<file path="config.mk">
export PLATFORM = sky130hd
export DESIGN_NAME = ws2812_frame_sender
export DESIGN_NICKNAME = d
export VERILOG_FILES = /design/src/rtl/ws2812_pkg.sv /design/src/rtl/ws2812_bit_encoder.sv /design/src/rtl/ws2812_frame_sender.sv
export SDC_FILE = /design/constraint.sdc
export NUM_CORES = 1
export LEC_CHECK = 0
export ABC_AREA = 1
export ABC_CLOCK_PERIOD_IN_PS = 3900
export CORE_UTILIZATION = 55
export DETAILED_ROUTE_END_ITERATION = 7
export PLACE_DENSITY = 0.69
export SETUP_SLACK_MARGIN = 0.1
export SLEW_MARGIN = 20
export SYNTH_ARGS = -nofsm -noshare
export SYNTH_HDL_FRONTEND = slang
export SYNTH_SLANG_ARGS = --single-unit
</file>
<file path="constraint.sdc">
create_clock -name clk -period 3.9 [get_ports clk]
set_clock_uncertainty 0.1 [all_clocks]
set_input_delay 1.17 -clock clk [delete_from_list [all_inputs] [get_ports clk]]
set_output_delay 1.17 -clock clk [all_outputs]
set_load 0.03 [all_outputs]
</file>
<file path="src/rtl/ws2812_pkg.sv">
// Shared types, default 100 MHz timing and parameter helpers for the WS2812B frame sender.
package ws2812_pkg;

   typedef enum logic [1:0] {
      ST_GAP  = 2'd0,
      ST_IDLE = 2'd1,
      ST_HIGH = 2'd2,
      ST_LOW  = 2'd3
   } ws2812_state_t;

   localparam int GRB_W            = 24;
   localparam int DEF_NUM_LEDS     = 5;
   localparam int DEF_T_BIT        = 125;
   localparam int DEF_T0H          = 40;
   localparam int DEF_T1H          = 80;
   localparam int DEF_RESET_CYCLES = 30000;

   function automatic int cnt_width(input int t_bit, input int reset_cycles);
      int longest;
      longest = (t_bit > reset_cycles) ? t_bit : reset_cycles;
      return $clog2(longest + 32'sd1);
   endfunction

   function automatic int addr_width(input int num_leds);
      return (num_leds > 32'sd1) ? $clog2(num_leds) : 32'sd1;
   endfunction

   function automatic bit timing_ok(input int num_leds, input int t_bit, input int t0h,
                                    input int t1h, input int reset_cycles);
      return (num_leds >= 32'sd1) && (t0h > 32'sd0) && (t0h < t1h) &&
             (t1h < t_bit) && (reset_cycles >= 32'sd1);
   endfunction

endpackage

</file>
<file path="src/rtl/ws2812_bit_encoder.sv">
// Emits one NZR bit per start: T1H/T0H high cycles, low for the rest of T_BIT.
// bit_done marks the final cycle of the bit so the next start follows with no dead cycle.
module ws2812_bit_encoder
   import ws2812_pkg::*;
#(
   parameter int T_BIT = DEF_T_BIT,
   parameter int T0H   = DEF_T0H,
   parameter int T1H   = DEF_T1H,
   parameter int CNT_W = cnt_width(DEF_T_BIT, DEF_RESET_CYCLES)
) (
   input  logic clk,
   input  logic reset,
   input  logic start,
   input  logic bit_in,
   output logic data_out,
   output logic bit_done
);

   localparam logic [CNT_W-1:0] LAST_C = CNT_W'(T_BIT - 1);
   localparam logic [CNT_W-1:0] T0H_C  = CNT_W'(T0H);
   localparam logic [CNT_W-1:0] T1H_C  = CNT_W'(T1H);

   logic             active_r;
   logic             data_r;
   logic [CNT_W-1:0] cnt_r;
   logic [CNT_W-1:0] high_len_r;
   logic [CNT_W-1:0] cnt_inc_s;

   assign cnt_inc_s = cnt_r + {{(CNT_W-1){1'b0}}, 1'b1};
   assign bit_done  = active_r && (cnt_r == LAST_C);
   assign data_out  = data_r;

   // Phase counter and registered pin level for the bit in flight
   always_ff @(posedge clk) begin
      if (reset) begin
         active_r   <= 1'b0;
         data_r     <= 1'b0;
         cnt_r      <= {CNT_W{1'b0}};
         high_len_r <= {CNT_W{1'b0}};
      end else if (start) begin
         active_r   <= 1'b1;
         data_r     <= 1'b1;
         cnt_r      <= {CNT_W{1'b0}};
         high_len_r <= bit_in ? T1H_C : T0H_C;
      end else if (active_r) begin
         if (cnt_r == LAST_C) begin
            active_r <= 1'b0;
            data_r   <= 1'b0;
            cnt_r    <= {CNT_W{1'b0}};
         end else begin
            cnt_r  <= cnt_inc_s;
            data_r <= (cnt_inc_s < high_len_r);
         end
      end else begin
         data_r <= 1'b0;
         cnt_r  <= {CNT_W{1'b0}};
      end
   end

endmodule

</file>
<file path="src/rtl/ws2812_frame_sender.sv">
// WS2812B strip driver: pixel memory, frame serialiser and latch gap.
// Optional WS2812_AUTO_REFRESH_EN: any accepted write marks the frame dirty and restarts it from IDLE.
module ws2812_frame_sender
   import ws2812_pkg::*;
#(
   parameter int NUM_LEDS     = DEF_NUM_LEDS,
   parameter int T_BIT        = DEF_T_BIT,
   parameter int T0H          = DEF_T0H,
   parameter int T1H          = DEF_T1H,
   parameter int RESET_CYCLES = DEF_RESET_CYCLES
) (
   input  logic                              clk,
   input  logic                              reset,
   input  logic                              wr_en,
   input  logic [addr_width(NUM_LEDS)-1:0]   wr_addr,
   input  logic [23:0]                       wr_grb,
   input  logic                              go,
   output logic                              data_out,
   output logic                              ready,
   output logic                              frame_done
);

   localparam int AW    = addr_width(NUM_LEDS);
   localparam int CNT_W = cnt_width(T_BIT, RESET_CYCLES);
   localparam logic [AW:0]      NUM_LEDS_C = (AW+1)'(NUM_LEDS);
   localparam logic [AW-1:0]    LAST_PIX_C = AW'(NUM_LEDS - 1);
   localparam logic [CNT_W-1:0] GAP_LAST_C = CNT_W'(RESET_CYCLES - 1);

   if (!timing_ok(NUM_LEDS, T_BIT, T0H, T1H, RESET_CYCLES)) begin : g_param_check
      $error("ws2812_frame_sender: illegal NUM_LEDS/T_BIT/T0H/T1H/RESET_CYCLES combination");
   end

   ws2812_state_t    state_r, next_state_s;
   logic [GRB_W-1:0] pix_mem_r [NUM_LEDS];
   logic [GRB_W-1:0] sr_r, sr_next_s;
   logic [4:0]       bit_idx_r, bit_idx_next_s;
   logic [AW-1:0]    pix_idx_r, pix_idx_next_s, pix_inc_s;
   logic [CNT_W-1:0] gap_cnt_r;
   logic             first_gap_r;
   logic             ready_r, frame_done_r;
   logic             ready_s, frame_done_s;
   logic             wr_accept_s, start_req_s, sending_s, last_bit_s;
   logic             enc_start_s, enc_bit_s, enc_data_s, bit_done_s;

   assign wr_accept_s = wr_en && ({1'b0, wr_addr} < NUM_LEDS_C);
   assign sending_s   = (state_r == ST_HIGH) || (state_r == ST_LOW);
   assign last_bit_s  = (bit_idx_r == 5'd0) && (pix_idx_r == LAST_PIX_C);
   assign pix_inc_s   = pix_idx_r + {{(AW-1){1'b0}}, 1'b1};

`ifdef WS2812_AUTO_REFRESH_EN
   logic dirty_r;
   assign start_req_s = go || dirty_r;

   // Dirty flag: a write always wins over the clear so no update is lost
   always_ff @(posedge clk) begin
      if (reset) begin
         dirty_r <= 1'b0;
      end else if (wr_accept_s) begin
         dirty_r <= 1'b1;
      end else if ((state_r == ST_IDLE) && start_req_s) begin
         dirty_r <= 1'b0;
      end else begin
         dirty_r <= dirty_r;
      end
   end
`else
   assign start_req_s = go;
`endif

   // State register
   always_ff @(posedge clk) begin
      if (reset) begin
         state_r <= ST_GAP;
      end else begin
         state_r <= next_state_s;
      end
   end

   // Next-state logic; HIGH/LOW follow the encoder's pin level
   always_comb begin
      next_state_s = state_r;
      case (state_r)
         ST_GAP:  next_state_s = (gap_cnt_r == GAP_LAST_C) ? ST_IDLE : ST_GAP;
         ST_IDLE: next_state_s = start_req_s ? ST_HIGH : ST_IDLE;
         ST_HIGH, ST_LOW: begin
            if (bit_done_s) begin
               next_state_s = last_bit_s ? ST_GAP : ST_HIGH;
            end else begin
               next_state_s = enc_data_s ? ST_HIGH : ST_LOW;
            end
         end
         default: next_state_s = ST_GAP;
      endcase
   end

   // Output decode, registered below so ready and frame_done change on the state edge
   always_comb begin
      ready_s      = (next_state_s == ST_IDLE);
      frame_done_s = (state_r == ST_GAP) && (next_state_s == ST_IDLE) && !first_gap_r;
   end

   // Registered outputs
   always_ff @(posedge clk) begin
      if (reset) begin
         ready_r      <= 1'b0;
         frame_done_r <= 1'b0;
      end else begin
         ready_r      <= ready_s;
         frame_done_r <= frame_done_s;
      end
   end

   // Shift register / index sequencing and the bit handed to the encoder
   always_comb begin
      sr_next_s      = sr_r;
      bit_idx_next_s = bit_idx_r;
      pix_idx_next_s = pix_idx_r;
      enc_start_s    = 1'b0;
      if ((state_r == ST_IDLE) && start_req_s) begin
         sr_next_s      = pix_mem_r[0];
         bit_idx_next_s = 5'd23;
         pix_idx_next_s = {AW{1'b0}};
         enc_start_s    = 1'b1;
      end else if (sending_s && bit_done_s) begin
         if (bit_idx_r != 5'd0) begin
            sr_next_s      = {sr_r[GRB_W-2:0], 1'b0};
            bit_idx_next_s = bit_idx_r - 5'd1;
            enc_start_s    = 1'b1;
         end else if (pix_idx_r < LAST_PIX_C) begin
            sr_next_s      = pix_mem_r[pix_inc_s];
            bit_idx_next_s = 5'd23;
            pix_idx_next_s = pix_inc_s;
            enc_start_s    = 1'b1;
         end else begin
            enc_start_s    = 1'b0;
         end
      end else begin
         enc_start_s = 1'b0;
      end
      enc_bit_s = sr_next_s[GRB_W-1];
   end

   // Datapath registers, latch-gap counter and pixel memory
   always_ff @(posedge clk) begin
      if (reset) begin
         sr_r        <= {GRB_W{1'b0}};
         bit_idx_r   <= 5'd0;
         pix_idx_r   <= {AW{1'b0}};
         gap_cnt_r   <= {CNT_W{1'b0}};
         first_gap_r <= 1'b1;
         for (int i = 0; i < NUM_LEDS; i++) begin
            pix_mem_r[i] <= {GRB_W{1'b0}};
         end
      end else begin
         sr_r      <= sr_next_s;
         bit_idx_r <= bit_idx_next_s;
         pix_idx_r <= pix_idx_next_s;
         if ((state_r == ST_GAP) && (gap_cnt_r != GAP_LAST_C)) begin
            gap_cnt_r <= gap_cnt_r + {{(CNT_W-1){1'b0}}, 1'b1};
         end else begin
            gap_cnt_r <= {CNT_W{1'b0}};
         end
         if ((state_r == ST_GAP) && (next_state_s == ST_IDLE)) begin
            first_gap_r <= 1'b0;
         end else begin
            first_gap_r <= first_gap_r;
         end
         if (wr_accept_s) begin
            pix_mem_r[wr_addr] <= wr_grb;
         end else begin
            pix_mem_r[wr_addr] <= pix_mem_r[wr_addr];
         end
      end
   end

   ws2812_bit_encoder #(
      .T_BIT (T_BIT),
      .T0H   (T0H),
      .T1H   (T1H),
      .CNT_W (CNT_W)
   ) u_enc (
      .clk      (clk),
      .reset    (reset),
      .start    (enc_start_s),
      .bit_in   (enc_bit_s),
      .data_out (enc_data_s),
      .bit_done (bit_done_s)
   );

   assign data_out   = enc_data_s;
   assign ready      = ready_r;
   assign frame_done = frame_done_r;

endmodule

</file>
## After elaboration in Yosys (flattened, before gate mapping)

Memories as Yosys holds them, arrays and structs flattened.
Index checks and enable logic that the tools add are counted.

| cells by class | value |
|---|---|
| add/subtract/negate cells | 4 |
| order comparisons | 3 |
| eq/ne operators | 9 |
| muxes and demuxes | 37 |
| bitwise operators | 4 |
| reductions and logical operators | 25 |

Operators by type and width:

| operator | count |
|---|---|
| $mux W24 | 6 |
| $add A15 B1 Y15 const B | 2 |
| $reduce_or A24 Y1 | 1 |
| $mux W1 | 21 |
| $mux W5 | 4 |
| $eq A15 B15 Y1 const B | 1 |
| $eq A15 B7 Y1 const B | 1 |
| $lt A15 B15 Y1 | 1 |
| $ne A15 B15 Y1 const B | 1 |
| $logic_and A1 B1 Y1 | 8 |
| $mux W7 | 1 |
| $lt A3 B3 Y1 const B | 2 |
| $mux W2 | 3 |
| $pmux W2 S3 | 1 |
| $reduce_and A2 Y1 | 3 |
| $reduce_or A2 Y1 | 3 |
| $logic_not A5 Y1 | 1 |
| $reduce_bool A5 Y1 | 1 |
| $sub A5 B1 Y5 const B | 1 |
| $eq A2 B1 Y1 const B | 2 |
| $eq A2 B2 Y1 const B | 2 |
| $reduce_bool A2 Y1 | 2 |
| $reduce_or A4 Y1 | 1 |
| $add A3 B1 Y3 const B | 1 |
| other kinds (10) | 12 |

| storage, ports and cells | value |
|---|---|
| bits in registers | 84 |
| memory bits (writable) | 120 |
| input bits | 31 |
| output and inout port bits | 3 |
| memories kept | 1 |

Memories:

| memory | depth | width | rd ports | clocked after Yosys merged registers in | write ports | line | text |
|---|---|---|---|---|---|---|---|
| pix_mem_r | 5 | 24 | 2 | 0 | 5 | ws2812_frame_sender.sv:34 | `logic [GRB_W-1:0] pix_mem_r [NUM_LEDS];` |

## Depth between registers and ports, before layout

Gate-level depths: netlist of the first run.

| logic depth | value |
|---|---|
| word-level depth | 9 |
| mapped depth | 15 |
| gate-level depth less buffers | 14 |

## By module

From an unflattened synthesis of the first run, not the netlist that was laid out.

| unflattened totals | value |
|---|---|
| cell total of the unflattened synthesis | 1,497 |
| area total of the unflattened synthesis | 12,624.6 um^2 |

By module, submodules not included:

| module | instances | cells each | area an instance (um^2) |
|---|---|---|---|
| ws2812_frame_sender | 1 | 1,332 | 11,544.8 |
| ws2812_bit_encoder | 1 | 165 | 1,079.8 |

## Least setup slack after synthesis of the first run

No wires, ideal clock.

| path | value |
|---|---|
| kind | input -> register |
| from | in reset |
| to | mem pix_mem_r[4][0] (enable) |
| arrival time | 2,633 ps |
| path slack | 786 ps |
| stages on the path | 7 |
| buffers on the path | 2 |
| cells stage by stage | buf_2 -> inv_2 -> nand3_1 -> nor2_1 -> nand3_1 -> clkbuf_1 -> nand2_1 |

RTL lines:

| item | line | text |
|---|---|---|
| start: declaration | ws2812_frame_sender.sv:13 | `input logic reset,` |
| end: declaration | ws2812_frame_sender.sv:34 |  |

## Final worst setup path of the first run

| path | value |
|---|---|
| from | reg u_enc.data_r, in the netlist u_enc.data_out |
| to | out data_out |

RTL lines:

| item | line | text |
|---|---|---|
| start: declaration | ws2812_bit_encoder.sv:24 | `logic data_r;` |
| start signal: assignment | ws2812_bit_encoder.sv:52 | `data_r <= (cnt_inc_s < high_len_r);` |
| end: declaration | ws2812_frame_sender.sv:18 | `output logic data_out,` |

No word-level cell between the ends.

==> impl_metrics.prom, run 1 <==
# TYPE chip_impl_metric gauge
chip_impl_info{name="synth_top_cells_by_area",value="sky130_fd_sc_hd__edfxtp_1, sky130_fd_sc_hd__dfxtp_1, sky130_fd_sc_hd__nor2_1"} 1
chip_impl_info{name="worstSetupStartpointType",value="flip-flop"} 1
chip_impl_metric{name="worst-endpoint-arrival",unit="ns"} 1.54
chip_impl_metric{name="std_cell_rows",unit=""} 53
chip_impl_info{name="worst_setup_path_end_kind",value="output port"} 1
chip_impl_info{name="highest-signal-layer",value="met4"} 1
chip_impl_metric{name="half_perimeter_wire_length_of_the_detailed_placement_result",unit="µm"} 15500
chip_impl_info{name="rsz0062_at_grt",value="no"} 1
chip_impl_metric{name="worst_slew_margin_rel",unit="%"} 31.4
chip_impl_metric{name="cp_peak_stage_delay",unit="ns"} 0.67
chip_impl_metric{name="pin_count",unit=""} 34
chip_impl_metric{name="viasPerCell",unit=""} 5.27
chip_impl_metric{name="post-route-drc-count",unit=""} 0
chip_impl_metric{name="worst_setup_hold_path_clk_slew",unit="ns"} 0.06
chip_impl_info{name="ys_top_cells_by_count",value="sky130_fd_sc_hd__nor2_1, sky130_fd_sc_hd__edfxtp_1, sky130_fd_sc_hd__nand2_1, sky130_fd_sc_hd__inv_1, sky130_fd_sc_hd__o21ai_0"} 1
chip_impl_metric{name="maximum_number_of_pins_on_one_net_before_global_route_repair",unit=""} 98
chip_impl_metric{name="detail_route.first_pass.iterations",unit=""} 5
chip_impl_metric{name="leakage_power",unit="µW"} 0.00548
chip_impl_metric{name="route.antenna.remaining_nets",unit=""} 0
chip_impl_metric{name="worst-r2r-cell-count",unit=""} 10
chip_impl_info{name="cts-root-buf",value="sky130_fd_sc_hd__clkbuf_16"} 1
chip_impl_metric{name="route.met3.wl",unit="µm"} 1440
chip_impl_metric{name="synth_seq_cells",unit=""} 263
chip_impl_metric{name="area_delta_synth_final",unit="%"} 16.4
chip_impl_metric{name="grt_pass1_vias",unit=""} 8490
chip_impl_metric{name="max_slew.worst_pin.slew",unit="ns"} 1.03
chip_impl_info{name="run_status",value="finished clean"} 1
chip_impl_info{name="worstHoldPathType",value="flip-flop to flip-flop"} 1
chip_impl_metric{name="cell_area_power_density",unit="mW/mm²"} 464
chip_impl_metric{name="worstPathBufferInverterCount",unit=""} 1
chip_impl_metric{name="gp_congestion",unit=""} 0.879
chip_impl_metric{name="worst-r2r-setup-slack",unit="ns"} 1.22
chip_impl_metric{name="synth_top_cell_area_share",unit="%"} 49.0
chip_impl_metric{name="synth-seq-area-share",unit="%"} 61.0
chip_impl_metric{name="htreeDepth",unit=""} 1
chip_impl_metric{name="floorplan.die.width",unit="µm"} 148
chip_impl_metric{name="floorplan.die_area",unit="mm²"} 0.0220
chip_impl_metric{name="required",unit="ns"} 2.63
chip_impl_metric{name="final_period_minus_worst_setup_slack",unit="ns"} 2.81
chip_impl_metric{name="routed_wl",unit="µm"} 25800
chip_impl_info{name="crit_type",value="flip-flop to output port"} 1
chip_impl_metric{name="route.vias.total",unit=""} 8797
chip_impl_metric{name="cts_max_path_buffers",unit=""} 3
chip_impl_metric{name="number_of_gates_resized_after_cts",unit=""} 0
chip_impl_metric{name="finish.net_count",unit=""} 1411
chip_impl_metric{name="met2RoutedLength",unit="µm"} 12700
chip_impl_metric{name="irDropWorstVdd",unit="mV"} 0.406
chip_impl_metric{name="fillers",unit=""} 1745
chip_impl_metric{name="grt_usage",unit="%"} 24.4
chip_impl_metric{name="fin_tns_setup",unit="ns"} 0
chip_impl_metric{name="antenna-diode-count",unit=""} 0
chip_impl_metric{name="drv.max_cap_violation_count",unit=""} 0
chip_impl_metric{name="fmaxAchievable",unit="GHz"} 0.356
chip_impl_metric{name="wire_length_of_the_first_global_routing_pass",unit="µm"} 42200
chip_impl_metric{name="setup_viol",unit=""} 0
chip_impl_info{name="synth_top_area_cell",value="sky130_fd_sc_hd__edfxtp_1"} 1
chip_impl_metric{name="core_region_area",unit="mm²"} 0.0210
chip_impl_metric{name="global_route.overflow_total",unit=""} 0
chip_impl_metric{name="clock_sink_count",unit=""} 263
chip_impl_metric{name="timing_hold_violations_final",unit=""} 0
chip_impl_metric{name="synthesis.area_per_instance",unit="µm²"} 9.25
chip_impl_metric{name="mappedNetlistArea",unit="mm²"} 0.0118
chip_impl_metric{name="clkLatencyLatePin",unit="ns"} 0.56
chip_impl_info{name="cpMaxStageDelayCell",value="sky130_fd_sc_hd__clkdlybuf4s50_1"} 1
chip_impl_info{name="cts_tree",value="built"} 1
chip_impl_metric{name="min_delay_path_depth",unit=""} 1
chip_impl_metric{name="post-route-period-util",unit="%"} 72.0
chip_impl_info{name="worstHoldEndpoint",value="frame_done"} 1
chip_impl_info{name="crit-reg2reg-capture",value="u_enc.high_len_r[4]"} 1
chip_impl_info{name="synthFlopType",value="sky130_fd_sc_hd__edfxtp_1"} 1
chip_impl_metric{name="fp.dieH",unit="µm"} 148
chip_impl_metric{name="synth-async-reset-ratio",unit="%"} 0
chip_impl_metric{name="drt_iter0_drc",unit=""} 756
chip_impl_metric{name="average_detailed_routed_wire_length_per_instance",unit="µm"} 15.5
chip_impl_metric{name="initial_utilization",unit="%"} 56.0
chip_impl_metric{name="dpl_worst_slack",unit="ns"} 0.651
chip_impl_metric{name="synth_warnings",unit=""} 0
chip_impl_metric{name="timing.final.ws_setup",unit="ns"} 1.09
chip_impl_metric{name="numCtsBuffers",unit=""} 29
chip_impl_metric{name="critPathMaxFanout",unit=""} 2
chip_impl_metric{name="wirelength_met1",unit="µm"} 11000
chip_impl_metric{name="drive_gt1_share",unit="%"} 7.11
chip_impl_metric{name="post-cts-setup-buffers",unit=""} 0
chip_impl_metric{name="post_cts_hold_buffer_count",unit=""} 0
chip_impl_metric{name="drv_slew",unit=""} 0
chip_impl_metric{name="synth.lib_cells_used.distinct",unit=""} 38
chip_impl_info{name="min_from",value="first_gap_r"} 1
chip_impl_info{name="timing.critical_path.cells",value="clkdlybuf4s50_1"} 1
chip_impl_info{name="critical_path.reg2reg.startpoint",value="pix_idx_r[1]"} 1
chip_impl_metric{name="netlist_instances",unit=""} 1273
chip_impl_info{name="post-synth-top-count-cell",value="sky130_fd_sc_hd__nor2_1"} 1
chip_impl_metric{name="io_buffers",unit=""} 33
chip_impl_info{name="cp_top_family",value="buffers and inverters"} 1
chip_impl_metric{name="synth-edff-count",unit=""} 192
chip_impl_metric{name="antenna_violations_before_repair",unit=""} 0
==> placed cells by master, fill, tap and decap left out, types with 9 or more instances in the layout <==
cell	instances
sky130_fd_sc_hd__nor2_1	315
sky130_fd_sc_hd__edfxtp_1	192
sky130_fd_sc_hd__nand2_1	176
sky130_fd_sc_hd__inv_1	103
sky130_fd_sc_hd__o21ai_0	97
sky130_fd_sc_hd__conb_1	72
sky130_fd_sc_hd__dfxtp_1	70
sky130_fd_sc_hd__nand3_1	53
sky130_fd_sc_hd__o211ai_1	45
sky130_fd_sc_hd__a21oi_1	45
sky130_fd_sc_hd__o21ai_1	33
sky130_fd_sc_hd__clkdlybuf4s50_1	33
sky130_fd_sc_hd__clkbuf_16	29
sky130_fd_sc_hd__buf_4	22
sky130_fd_sc_hd__nor3_1	13
sky130_fd_sc_hd__nand4_1	10
sky130_fd_sc_hd__inv_2	10
sky130_fd_sc_hd__xor2_1	9
sky130_fd_sc_hd__ha_1	9
==> registers in the layout (all words and copies together) (netlist names) <==
name / flops
pix_idx_r: 3
ready: 1
first_gap_r: 1
pix_mem_r: 192
frame_done: 1
u_enc.cnt_r: 15
u_enc.active_r: 1
u_enc.data_out: 1
u_enc.high_len_r: 2
state_r: 2
sr_r: 24
bit_idx_r: 5
gap_cnt_r: 15
==> metal layers <==
metal / track usage, % / vias up
met4: 7.73 / 0
met2: 42.6 / 240
met3: 4.02 / 46
met5: 0 / -
li1: - / 4391
met1: 31.0 / 4120
==> worst max path at each step <==
stage / start / end / slack (ns) / cells past startpoint
6_report: u_enc.data_out / data_out / 1.09 / 1
3_5_place_dp: reset / gap_cnt_r[10] / 0.65 / 6
3_3_place_gp: reset / gap_cnt_r[10] / 0.72 / 6
2_1_floorplan: reset / pix_mem_r[4][0] / 0.79 / 7
4_1_cts: u_enc.data_out / data_out / 1.07 / 1
5_1_grt: pix_idx_r[1] / u_enc.high_len_r[4] / 0.96 / 10
==> power breakdown <==
group | switching, µW | total [µW] | internal (µW)
clock network | 1110 | 2960 | 1860
logic | 143 | 216 | 73.1
registers | 40.0 | 3190 | 3150
==> area by class of cell <==
type                            count  area [µm²]  area share (%)
Clock buffer                       37         806            5.88
Clock inverter                     17         248            1.81
Inverter                          114         428            3.12
Multi-Input combinational cell    905        4150            30.3
Sequential cell                   263        7190            52.5
Tap cell                          275         344            2.51
Timing Repair Buffer               57         536            3.91
==> per-stage QoR <==
step / total power (µW) / cell area (µm²) / hold slack, ns / instances / utilization (%)
finish: 6360 / 13700 / 0.327 / 1668 / 65.2
global route: 6550 / 13700 / 0.344 / 1668 / 65.2
CTS: 6410 / 13700 / 0.326 / 1668 / 65.2
detailed placement: 3460 / 12600 / 0.311 / 1614 / 60.2
global placement: 3450 / 12600 / 0.311 / 1614 / 60.2
floorplan: 3350 / 12000 / 0.302 / 1344 / -
==> logic make-up (layout without fill, tap and decap cells) <==
family | Yosys count | after routing | synth area share (%)
DFF | 263 | 263 | 61.0
adders and majority gates | 10 | 10 | 1.06
buffers and inverters | 176 | 225 | 5.98
xor gates and xnor gates | 11 | 11 | 0.882
and+or+nand+nor | 585 | 585 | 20.2
AOI/OAI and AO/OA | 227 | 227 | 10.8
other | 1 | 72 | 0.0318
Power figures use the tool's default switching activity.
==> run 2, diff against run 1 <==
ABC_CLOCK_PERIOD_IN_PS = 2820   (was 3900)
clock period = 2.82 ns   (was 3.9 ns; I/O delays follow)
==> run 2 against run 1 <==
Against the previous run:
- die area unchanged
- wire length decreased by 1.0%
- worst setup slack got worse by 0.75 ns
- total power up 29%
- non-clock buffer count increased by 13
- first-iteration DRC count is 25% lower
- final area decreased by 0.58%
- core utilization down 0.37 points
- global-route usage decreased by 0.35 points
- clock power rose by 18%
- register-to-register slack worse by 0.81 ns
- sequential power increased by 38%
- critical endpoint unchanged
==> impl_metrics.prom, run 2 (same netlist as run 1, synthesis figures left out) <==
# TYPE chip_impl_metric gauge
chip_impl_metric{name="worst-endpoint-arrival",unit="ns"} 1.53
chip_impl_metric{name="power_frac_seq",unit="%"} 53.8
chip_impl_metric{name="timing.final.ws_setup",unit="ns"} 0.343
chip_impl_metric{name="drv_slew",unit=""} 0
chip_impl_metric{name="core_region_area",unit="mm²"} 0.0210
chip_impl_metric{name="antenna-diode-count",unit=""} 0
chip_impl_metric{name="irDropWorstVdd",unit="mV"} 0.482
chip_impl_info{name="mostFrequentLayoutCell",value="sky130_fd_sc_hd__nor2_1"} 1
chip_impl_metric{name="floorplan.die.width",unit="µm"} 148
chip_impl_info{name="crit_type",value="flip-flop to output port"} 1
chip_impl_metric{name="io_buffers",unit=""} 33
chip_impl_metric{name="gp_congestion",unit=""} 0.848
chip_impl_metric{name="numCtsBuffers",unit=""} 29
chip_impl_metric{name="post-cts-setup-buffers",unit=""} 0
chip_impl_metric{name="required",unit="ns"} 1.87
chip_impl_metric{name="routed_wl",unit="µm"} 25600
chip_impl_info{name="cpMaxStageDelayCell",value="sky130_fd_sc_hd__clkdlybuf4s50_1"} 1
chip_impl_metric{name="viasPerCell",unit=""} 5.29
chip_impl_info{name="worstHoldPathType",value="flip-flop to flip-flop"} 1
chip_impl_info{name="layout_common_cells",value="sky130_fd_sc_hd__nor2_1, sky130_fd_sc_hd__edfxtp_1, sky130_fd_sc_hd__nand2_1"} 1
chip_impl_metric{name="p_int",unit="µW"} 6520
chip_impl_metric{name="post_cts_hold_buffer_count",unit=""} 0
chip_impl_metric{name="leakage_power",unit="µW"} 0.00544
chip_impl_metric{name="finalNonFillerCells",unit=""} 1680
chip_impl_metric{name="std_cell_rows",unit=""} 53
chip_impl_metric{name="number_of_gates_resized_after_cts",unit=""} 0
chip_impl_metric{name="worst_setup_hold_path_clk_slew",unit="ns"} 0.05
chip_impl_info{name="largest-register",value="pix_mem_r"} 1
chip_impl_metric{name="route.vias.total",unit=""} 8882
chip_impl_metric{name="initial_utilization",unit="%"} 56.0
chip_impl_metric{name="dpl_worst_slack",unit="ns"} 0.220
chip_impl_metric{name="floorplan.die_area",unit="mm²"} 0.0220
chip_impl_metric{name="route.antenna.remaining_nets",unit=""} 0
chip_impl_info{name="cts_tree",value="built"} 1
chip_impl_info{name="timing.critical_path.cells",value="clkdlybuf4s50_1"} 1
chip_impl_metric{name="fin_tns_setup",unit="ns"} 0
chip_impl_metric{name="swShare",unit="%"} 20.5
chip_impl_metric{name="comb_power_share",unit="%"} 3.6
chip_impl_metric{name="detail_route.first_pass.iterations",unit=""} 5
chip_impl_metric{name="finish.net_count",unit=""} 1424
chip_impl_metric{name="max_slew.worst_pin.slew",unit="ns"} 0.823
chip_impl_metric{name="pin_count",unit=""} 34
chip_impl_metric{name="dp_cells",unit=""} 1627
chip_impl_metric{name="global_route.overflow_total",unit=""} 0
chip_impl_metric{name="post-route-period-util",unit="%"} 87.8
chip_impl_metric{name="worstPathBufferInverterCount",unit=""} 1
chip_impl_info{name="worst_setup_path_end_kind",value="output port"} 1
chip_impl_metric{name="worst_slew_margin_rel",unit="%"} 45.0
chip_impl_metric{name="fp.dieH",unit="µm"} 148
chip_impl_metric{name="timing_hold_violations_final",unit=""} 0
chip_impl_metric{name="largest_register_ff_count",unit=""} 192
chip_impl_info{name="cp_top_family",value="buffers and inverters"} 1
chip_impl_info{name="cts-root-buf",value="sky130_fd_sc_hd__clkbuf_16"} 1
chip_impl_info{name="rsz0062_at_grt",value="no"} 1
chip_impl_info{name="min_from",value="first_gap_r"} 1
chip_impl_metric{name="post-route-cell-area",unit="mm²"} 0.0136
chip_impl_info{name="run_status",value="finished clean"} 1
chip_impl_metric{name="worst-r2r-setup-slack",unit="ns"} 0.41
chip_impl_metric{name="drt_iter0_drc",unit=""} 565
chip_impl_info{name="worst_setup_sp",value="u_enc.data_out"} 1
chip_impl_metric{name="clkLatencyLatePin",unit="ns"} 0.54
chip_impl_metric{name="maximum_number_of_pins_on_one_net_before_global_route_repair",unit=""} 96
chip_impl_info{name="critical_path.reg2reg.startpoint",value="u_enc.cnt_r[0]"} 1
chip_impl_metric{name="cp_peak_stage_delay",unit="ns"} 0.67
chip_impl_info{name="worstSetupStartpointType",value="flip-flop"} 1
chip_impl_metric{name="clock_sink_count",unit=""} 263
chip_impl_metric{name="critPathMaxFanout",unit=""} 2
chip_impl_metric{name="drive_gt1_share",unit="%"} 7.40
chip_impl_metric{name="cell_area_power_density",unit="mW/mm²"} 602
chip_impl_metric{name="post-route-drc-count",unit=""} 0
chip_impl_metric{name="grt_usage",unit="%"} 24.1
chip_impl_metric{name="fmaxAchievable",unit="GHz"} 0.404
chip_impl_metric{name="half_perimeter_wire_length_of_the_detailed_placement_result",unit="µm"} 15800
chip_impl_metric{name="average_detailed_routed_wire_length_per_instance",unit="µm"} 15.2
chip_impl_metric{name="area_delta_synth_final",unit="%"} 15.7
chip_impl_metric{name="wire_length_of_the_first_global_routing_pass",unit="µm"} 41700
chip_impl_metric{name="clock_power_share",unit="%"} 42.6
chip_impl_metric{name="setup_viol",unit=""} 0
chip_impl_metric{name="final_period_minus_worst_setup_slack",unit="ns"} 2.48
chip_impl_metric{name="hold_ws",unit="ns"} 0.322
chip_impl_metric{name="cts_max_path_buffers",unit=""} 3
chip_impl_metric{name="drv.max_cap_violation_count",unit=""} 0
chip_impl_metric{name="p_sw",unit="µW"} 1680
chip_impl_metric{name="grt_pass1_vias",unit=""} 8406
chip_impl_metric{name="antenna_violations_before_repair",unit=""} 0
chip_impl_metric{name="dpl_cell_area",unit="mm²"} 0.0127
chip_impl_metric{name="htreeDepth",unit=""} 1
chip_impl_info{name="reg.largest.list",value="pix_mem_r: 192 flops, sr_r: 24 flops"} 1
-- run 2: power groups by stage --
stage                     registers, µW  logic [µW]  clock network (µW)
after global routing               4420         335                3710
after detailed placement           4490         296                   0
after global placement             4480         291                   0
after floorplan                    4470         167                   0
final                              4410         297                3490
after CTS                          4400         297                3570
-- run 2: per-stage QoR --
stage / util, % / power (µW)
floorplan: - / 4640
global placement: 60.6 / 4770
detailed placement: 60.6 / 4780
CTS: 64.8 / 8270
global route: 64.8 / 8470
finish: 64.8 / 8200
-- run 2: final timing paths --
path                     end  cells past startpoint
setup / recovery    data_out                      1
hold / removal    frame_done                      1
setup reg to reg    sr_r[12]                     13
hold reg to reg   frame_done                      1
-- run 2: metal layers --
metal | wire [µm] | global-route usage [%] | part of all wire (%)
met1 | 11100 | 31.5 | 43
met2 | 12600 | 41.8 | 49
met3 | 1190 | 2.79 | 4.6
met4 | 696 | 7.84 | 2.7
met5 | 0 | 0 | 0
-- run 2: final cells by class --
cell class | count | area [µm²]
clock buffers | 45 | 816
clock inverters | 8 | 66.3
fillers | 1738 | 7400
inverters | 114 | 428
multi-input cells | 905 | 4160
flip-flops and latches | 263 | 7190
well taps | 275 | 344
repair buffers | 70 | 621
==> run 3, diff against run 2 <==
SKIP_LAST_GASP = 1   (was default)
==> results of run 3 <==
Final layout, timing and power as in run 2 (identical DEF).
